<file path="src/rtl/aud_record.sv">
// aud_record: captures one ADC sample per LR-clock rising edge into memory via write/ready; optional gain under REC_GAIN_EN
module aud_record #(
  parameter int ADDR_W = 26
) (
  input  logic              i_clk,
  input  logic              i_rst_n,
  input  logic              i_start,
  input  logic              i_pause,
  input  logic              i_stop,
  input  logic              i_adclrck,
  input  logic [15:0]       i_adc_data,
  input  logic [1:0]        i_gain_shift,
  input  logic [ADDR_W-1:0] i_addr_max,
  input  logic              i_mem_rdy,
  output logic              o_mem_write,
  output logic [ADDR_W-1:0] o_mem_addr,
  output logic [15:0]       o_mem_data,
  output logic [ADDR_W-1:0] o_addr_end,
  output logic              o_recording,
  output logic              o_overrun,
  output logic              o_done
);
  typedef enum logic [1:0] {IDLE, WAIT, WRITE, PAUSE} state_t;

  state_t            state_q, state_d;
  logic              prev_q;
  logic [ADDR_W-1:0] addr_q, addr_d;
  logic [15:0]       data_q, data_d;
  logic              write_q, write_d;
  logic              overrun_q, overrun_d;
  logic              done_q, done_d;
  logic              rec_q, rec_d;
  logic              stop_q, stop_d;
  logic              pause_q, pause_d;
  logic              edge_s;
  logic [15:0]       sample;

  assign edge_s = !prev_q && i_adclrck;

`ifdef REC_GAIN_EN
  logic signed [18:0] ext, shifted;
  // sign-extend, shift by the gain and clamp to the 16-bit signed range
  always_comb begin
    ext     = {{3{i_adc_data[15]}}, i_adc_data};
    shifted = ext <<< i_gain_shift;
    sample  = shifted > 19'sd32767 ? 16'h7fff :
              shifted < -19'sd32768 ? 16'h8000 : shifted[15:0];
  end
`else
  logic unused_gain;
  assign unused_gain = ^i_gain_shift;
  assign sample      = i_adc_data;
`endif

  // next-state and output logic; stop/pause seen during a write are held until the memory accepts it
  always_comb begin
    state_d   = state_q;
    addr_d    = addr_q;
    data_d    = data_q;
    write_d   = write_q;
    overrun_d = overrun_q;
    done_d    = 1'b0;
    stop_d    = stop_q;
    pause_d   = pause_q;
    case (state_q)
      IDLE: if (i_start) begin
        addr_d    = '0;
        overrun_d = 1'b0;
        if (i_addr_max == '0) done_d = 1'b1;
        else state_d = WAIT;
      end
      WAIT: if (i_stop) begin
        state_d = IDLE;
        done_d  = 1'b1;
      end else if (i_pause) begin
        state_d = PAUSE;
      end else if (edge_s) begin
        data_d  = sample;
        write_d = 1'b1;
        stop_d  = 1'b0;
        pause_d = 1'b0;
        state_d = WRITE;
      end
      WRITE: begin
        if (edge_s) overrun_d = 1'b1;
        if (i_mem_rdy) begin
          write_d = 1'b0;
          addr_d  = addr_q + ADDR_W'(1);
          stop_d  = 1'b0;
          pause_d = 1'b0;
          state_d = (addr_d == i_addr_max || i_stop || stop_q) ? IDLE :
                    (i_pause || pause_q) ? PAUSE : WAIT;
          done_d  = state_d == IDLE;
        end else begin
          stop_d  = stop_q | i_stop;
          pause_d = pause_q | i_pause;
        end
      end
      PAUSE: if (i_stop) begin
        state_d = IDLE;
        done_d  = 1'b1;
      end else if (i_start) begin
        state_d = WAIT;
      end
      default: state_d = IDLE;
    endcase
    rec_d = state_d == WAIT || state_d == WRITE;
  end

  // state and output registers
  always_ff @(posedge i_clk or negedge i_rst_n) begin
    if (!i_rst_n) begin
      state_q   <= IDLE;
      prev_q    <= 1'b0;
      addr_q    <= '0;
      data_q    <= '0;
      write_q   <= 1'b0;
      overrun_q <= 1'b0;
      done_q    <= 1'b0;
      rec_q     <= 1'b0;
      stop_q    <= 1'b0;
      pause_q   <= 1'b0;
    end else begin
      state_q   <= state_d;
      prev_q    <= i_adclrck;
      addr_q    <= addr_d;
      data_q    <= data_d;
      write_q   <= write_d;
      overrun_q <= overrun_d;
      done_q    <= done_d;
      rec_q     <= rec_d;
      stop_q    <= stop_d;
      pause_q   <= pause_d;
    end
  end

  assign o_mem_write = write_q;
  assign o_mem_addr  = addr_q;
  assign o_mem_data  = data_q;
  assign o_addr_end  = addr_q;
  assign o_recording = rec_q;
  assign o_overrun   = overrun_q;
  assign o_done      = done_q;
endmodule

</file>
<file path="config.mk">
export PLATFORM = sky130hd
export DESIGN_NAME = aud_record
export DESIGN_NICKNAME = d
export VERILOG_FILES = /design/src/rtl/aud_record.sv
export SDC_FILE = /design/constraint.sdc
export NUM_CORES = 1
export LEC_CHECK = 0
export ABC_AREA = 1
export CORE_UTILIZATION = 40
export DETAILED_ROUTE_END_ITERATION = 8
export PLACE_DENSITY_LB_ADDON = 0.3
export SYNTH_ARGS = -nofsm -noshare
export SYNTH_HDL_FRONTEND = slang
export SYNTH_SLANG_ARGS = --single-unit
</file>
<file path="constraint.sdc">
create_clock -name i_clk -period 2 [get_ports i_clk]
set_input_delay 0.3 -clock i_clk [delete_from_list [all_inputs] [get_ports i_clk]]
set_output_delay 0.3 -clock i_clk [all_outputs]
set_load 0.02 [all_outputs]
</file>
==> run summary <==
The detailed-route wire length per cell is 14.64 um. Routability-driven placement finished with a final weighted congestion of 0.8855. The die is 97.20 um wide. The critical path class is register to register. The flow ran to the end, but the final reports show violations.

Subtracting the final worst setup slack from the clock period gives 2.224 ns. The clock-pin slew on the worst setup and hold paths came out at 0.11 ns. For this block, the initial DRC count from the detailed router was 287. The number of placement rows is 34. Setup repair after global routing could not meet its margin everywhere. The post-synthesis register bit count is 51.

The number of standard cells in the layout, taps in and fillers out is 817. The global-route wire length before repair is 19.48 mm. The headroom to the max-slew limit came out at 72.42%. The total power per unit cell area came out at 646.1 nW/um2.

Clock tree synthesis inserted a total of 5 buffers. Of the available clock period, the critical path in the final layout requires 111.2%. STA classifies the critical path startpoint as a register. The number of sinks handled by clock tree synthesis is 51. The number of H-tree levels is 2. The largest net degree at the start of global routing is 32. Across the run, the number of max-cap violations was 0. In the final layout, the share of cells above drive strength 1 is 28.63%. The number of cells in the design after placement is 792. The count of buffers inserted at the top-level ports came out at 120. The via total after detailed routing came out at 4238. The warning count from the yosys run came out at 0. The hold violation count in the final report came out at 0. The min-delay analysis places its worst path in the category input port to register.

The placed wire-length estimate after detailed placement came out at 8.954 mm. The clock passes through at most 2 buffers. The number of distinct library cells after synthesis came out at 33. The clock tree from TritonCTS is built. The max-slew violation count came out at 0.

The required time reported for the critical path endpoint is 2.24 ns. The sequential cell area fraction in the yosys report came out at 35.21%. The area of all placed cells without fillers is 5904 um2. The instance area after placement is 5438 um2. The detailed-routing iteration count for the pre-antenna-repair pass is 5. Leaving out fill and tap cells, the most frequent cell in the layout is nand2_1. The global-route usage over all layers came out at 25.37%.

The final setup slack of the worst path came out at -0.2237 ns. The worst ir drop on vdd is 865.5 uV. At the pin with the least slew margin, the transition time is 0.4137 ns. The checks that failed: negative setup slack. The smallest hold slack came out at 0.4640 ns. The net count of the mapped netlist came out at 560. In this run the mean area of a mapped cell was 7.135 um2. The clock arrives with 0.01236 ns of skew.

The worst setup path is captured at a register. The power consumption came out at 3.815 mW. The core area came out at 8763 um2.

The post-synthesis to final-layout area growth came out at 62.89%. The mapped cell area is 3625 um2. The die height is 97.20 um. The total wire length after detailed routing came out at 11.96 mm. The initial antenna violation count was 0.

The effective utilization at floorplan came out at 41.36%. In this run the static leakage power is 2.729 nW. The cell at the root of the clock tree is clkbuf_8. The global route total overflow came out at 0. The via density per instance is 5.187. For this design the top-level I/O count stands at 123.

The maximum fanout along the worst path is 8. The DRC violations left is 0. The library cells used most frequently in the layout, excluding fill and tap cells, are nand2_1 (129), clkdlybuf4s50_1 (117), buf_4 (101), inv_1 (61), nand3_1 (47). The endpoint arrival time on the critical path came out at 2.46 ns.

The via count of the first global-routing pass was 4304. The number of nets in the finished design is 760. The repair_antennas step left the layout with diodes totalling 0.

The final core utilization came out at 67.38%. The synthesized instance count came out at 508. The post-route antenna net violation count came out at 0. The clock latency of the later-clocked register in the worst-skew pair came out at 0.32 ns.

The die covers 9447 um2. The final setup violation count is 4. The fmax came out at 449.7 MHz.
final cells by class:
type	count	area, um2
clock buffers	6	82.58
well taps	108	135.1
clock inverters	2	38.79
flip-flops and latches	51	1285
inverters	63	239.0
multi-input cells	362	2112
fillers	701	2859
repair buffers	225	2012
per-stage QoR:
step	setup TNS (ns)	worst slack [ns]
finish	-0.6374	-0.2237
CTS	-0.1751	-0.1311
global placement	-0.4932	-0.2444
global route	-1.710	-0.5002
detailed placement	-0.5606	-0.2674
floorplan	0	0.007713
Yosys cell counts, drive strengths merged:
| master | instances | area [um2] |
|---|---|---|
| xnor3 | 2 | 45.04 |
| mux2 | 16 | 180.2 |
| or2 | 2 | 12.51 |
| a21oi | 2 | 10.01 |
| nand3 | 59 | 305.3 |
| xnor2 | 1 | 8.760 |
| inv | 63 | 236.5 |
| ha | 1 | 12.51 |
| o21ai | 25 | 128.9 |
| and2 | 2 | 12.51 |
| nor2 | 58 | 294.0 |
| buf | 27 | 198.9 |
| xor2 | 3 | 26.28 |
| o22ai | 13 | 81.33 |
| nand3b | 8 | 60.06 |
| nor4 | 8 | 50.05 |
| nand4 | 6 | 37.54 |
| dfrtp | 51 | 1276 |
| nand2 | 151 | 596.8 |
| clkbuf | 5 | 18.77 |
| nor3 | 4 | 25.02 |
| a22oi | 1 | 7.510 |
worst max-delay path, cell delays in order, from the launching register on:
cell and delay (ns):
dfrtp_1 0.49, nand2_2 0.12, nor2_4 0.23, nand2_8 0.13, inv_4 0.09, nand2_1 0.06, nand3b_1 0.09, nand3_1 0.11
nor2_1 0.12, nand2_1 0.08, nor3_2 0.17, nand3_2 0.12, buf_4 0.16, nand2_2 0.05, a22oi_2 0.05, o21ai_1 0.09
final timing paths:
| kind | from | endpoint | slack (ns) | cells after the start |
|---|---|---|---|---|
| min | i_adclrck | prev_q | 0.46 | 1 |
| max | o_addr_end[4] | o_done | -0.22 | 15 |
| max in group asynchronous | i_rst_n | o_addr_end[0] | 1.11 | 3 |
| max reg2reg | o_addr_end[4] | o_done | -0.22 | 15 |
| min in group asynchronous | i_rst_n | o_addr_end[9] | 0.50 | 3 |
| min reg2reg | o_mem_write | o_mem_write | 0.50 | 2 |
repair_timing:
action                                 4_1_cts  5_1_grt
pin swaps                                   17       15
setup buffers                                5       11
cloned                                       0        0
resized for setup                           25       33
endpoints found under the hold margin       20        0
hold buffers                                 1        0
setup endpoints to repair                    4        4
per-layer routing:
layer	part of all wire (%)	GRT usage, %	vias up
met5	0	0	-
met1	40	30.85	1998
met3	8.0	5.180	23
met2	49	43.66	191
li1	-	-	2026
met4	2.6	10.33	0
logic make-up after synthesis:
| kind of cell | after synthesis | synth area share, % |
|---|---|---|
| and+or+nand+nor | 298 | 38.45 |
| buffers and inverters | 95 | 12.53 |
| DFF | 51 | 35.21 |
| AOI/OAI and AO/OA | 41 | 6.282 |
| muxes | 16 | 4.971 |
| xor gates and xnor gates | 6 | 2.209 |
| adders and majority gates | 1 | 0.3451 |
registers in the layout, summed over array words and instances, names as in the netlist:
signal and count:
o_overrun 1, pause_q 1, state_q 2, o_done 1, o_addr_end 26, stop_q 1, o_recording 1, o_mem_data 16
prev_q 1, o_mem_write 1
report_power, final:
group	total, mW	internal [mW]	switching [mW]	leakage [nW]
combinational	1.63	0.809	0.819	2.00
sequential	1.39	1.26	0.129	0.667
clock	0.797	0.413	0.385	0.0618
total	3.82	2.48	1.33	2.73
Power figures use the tool's default switching activity.
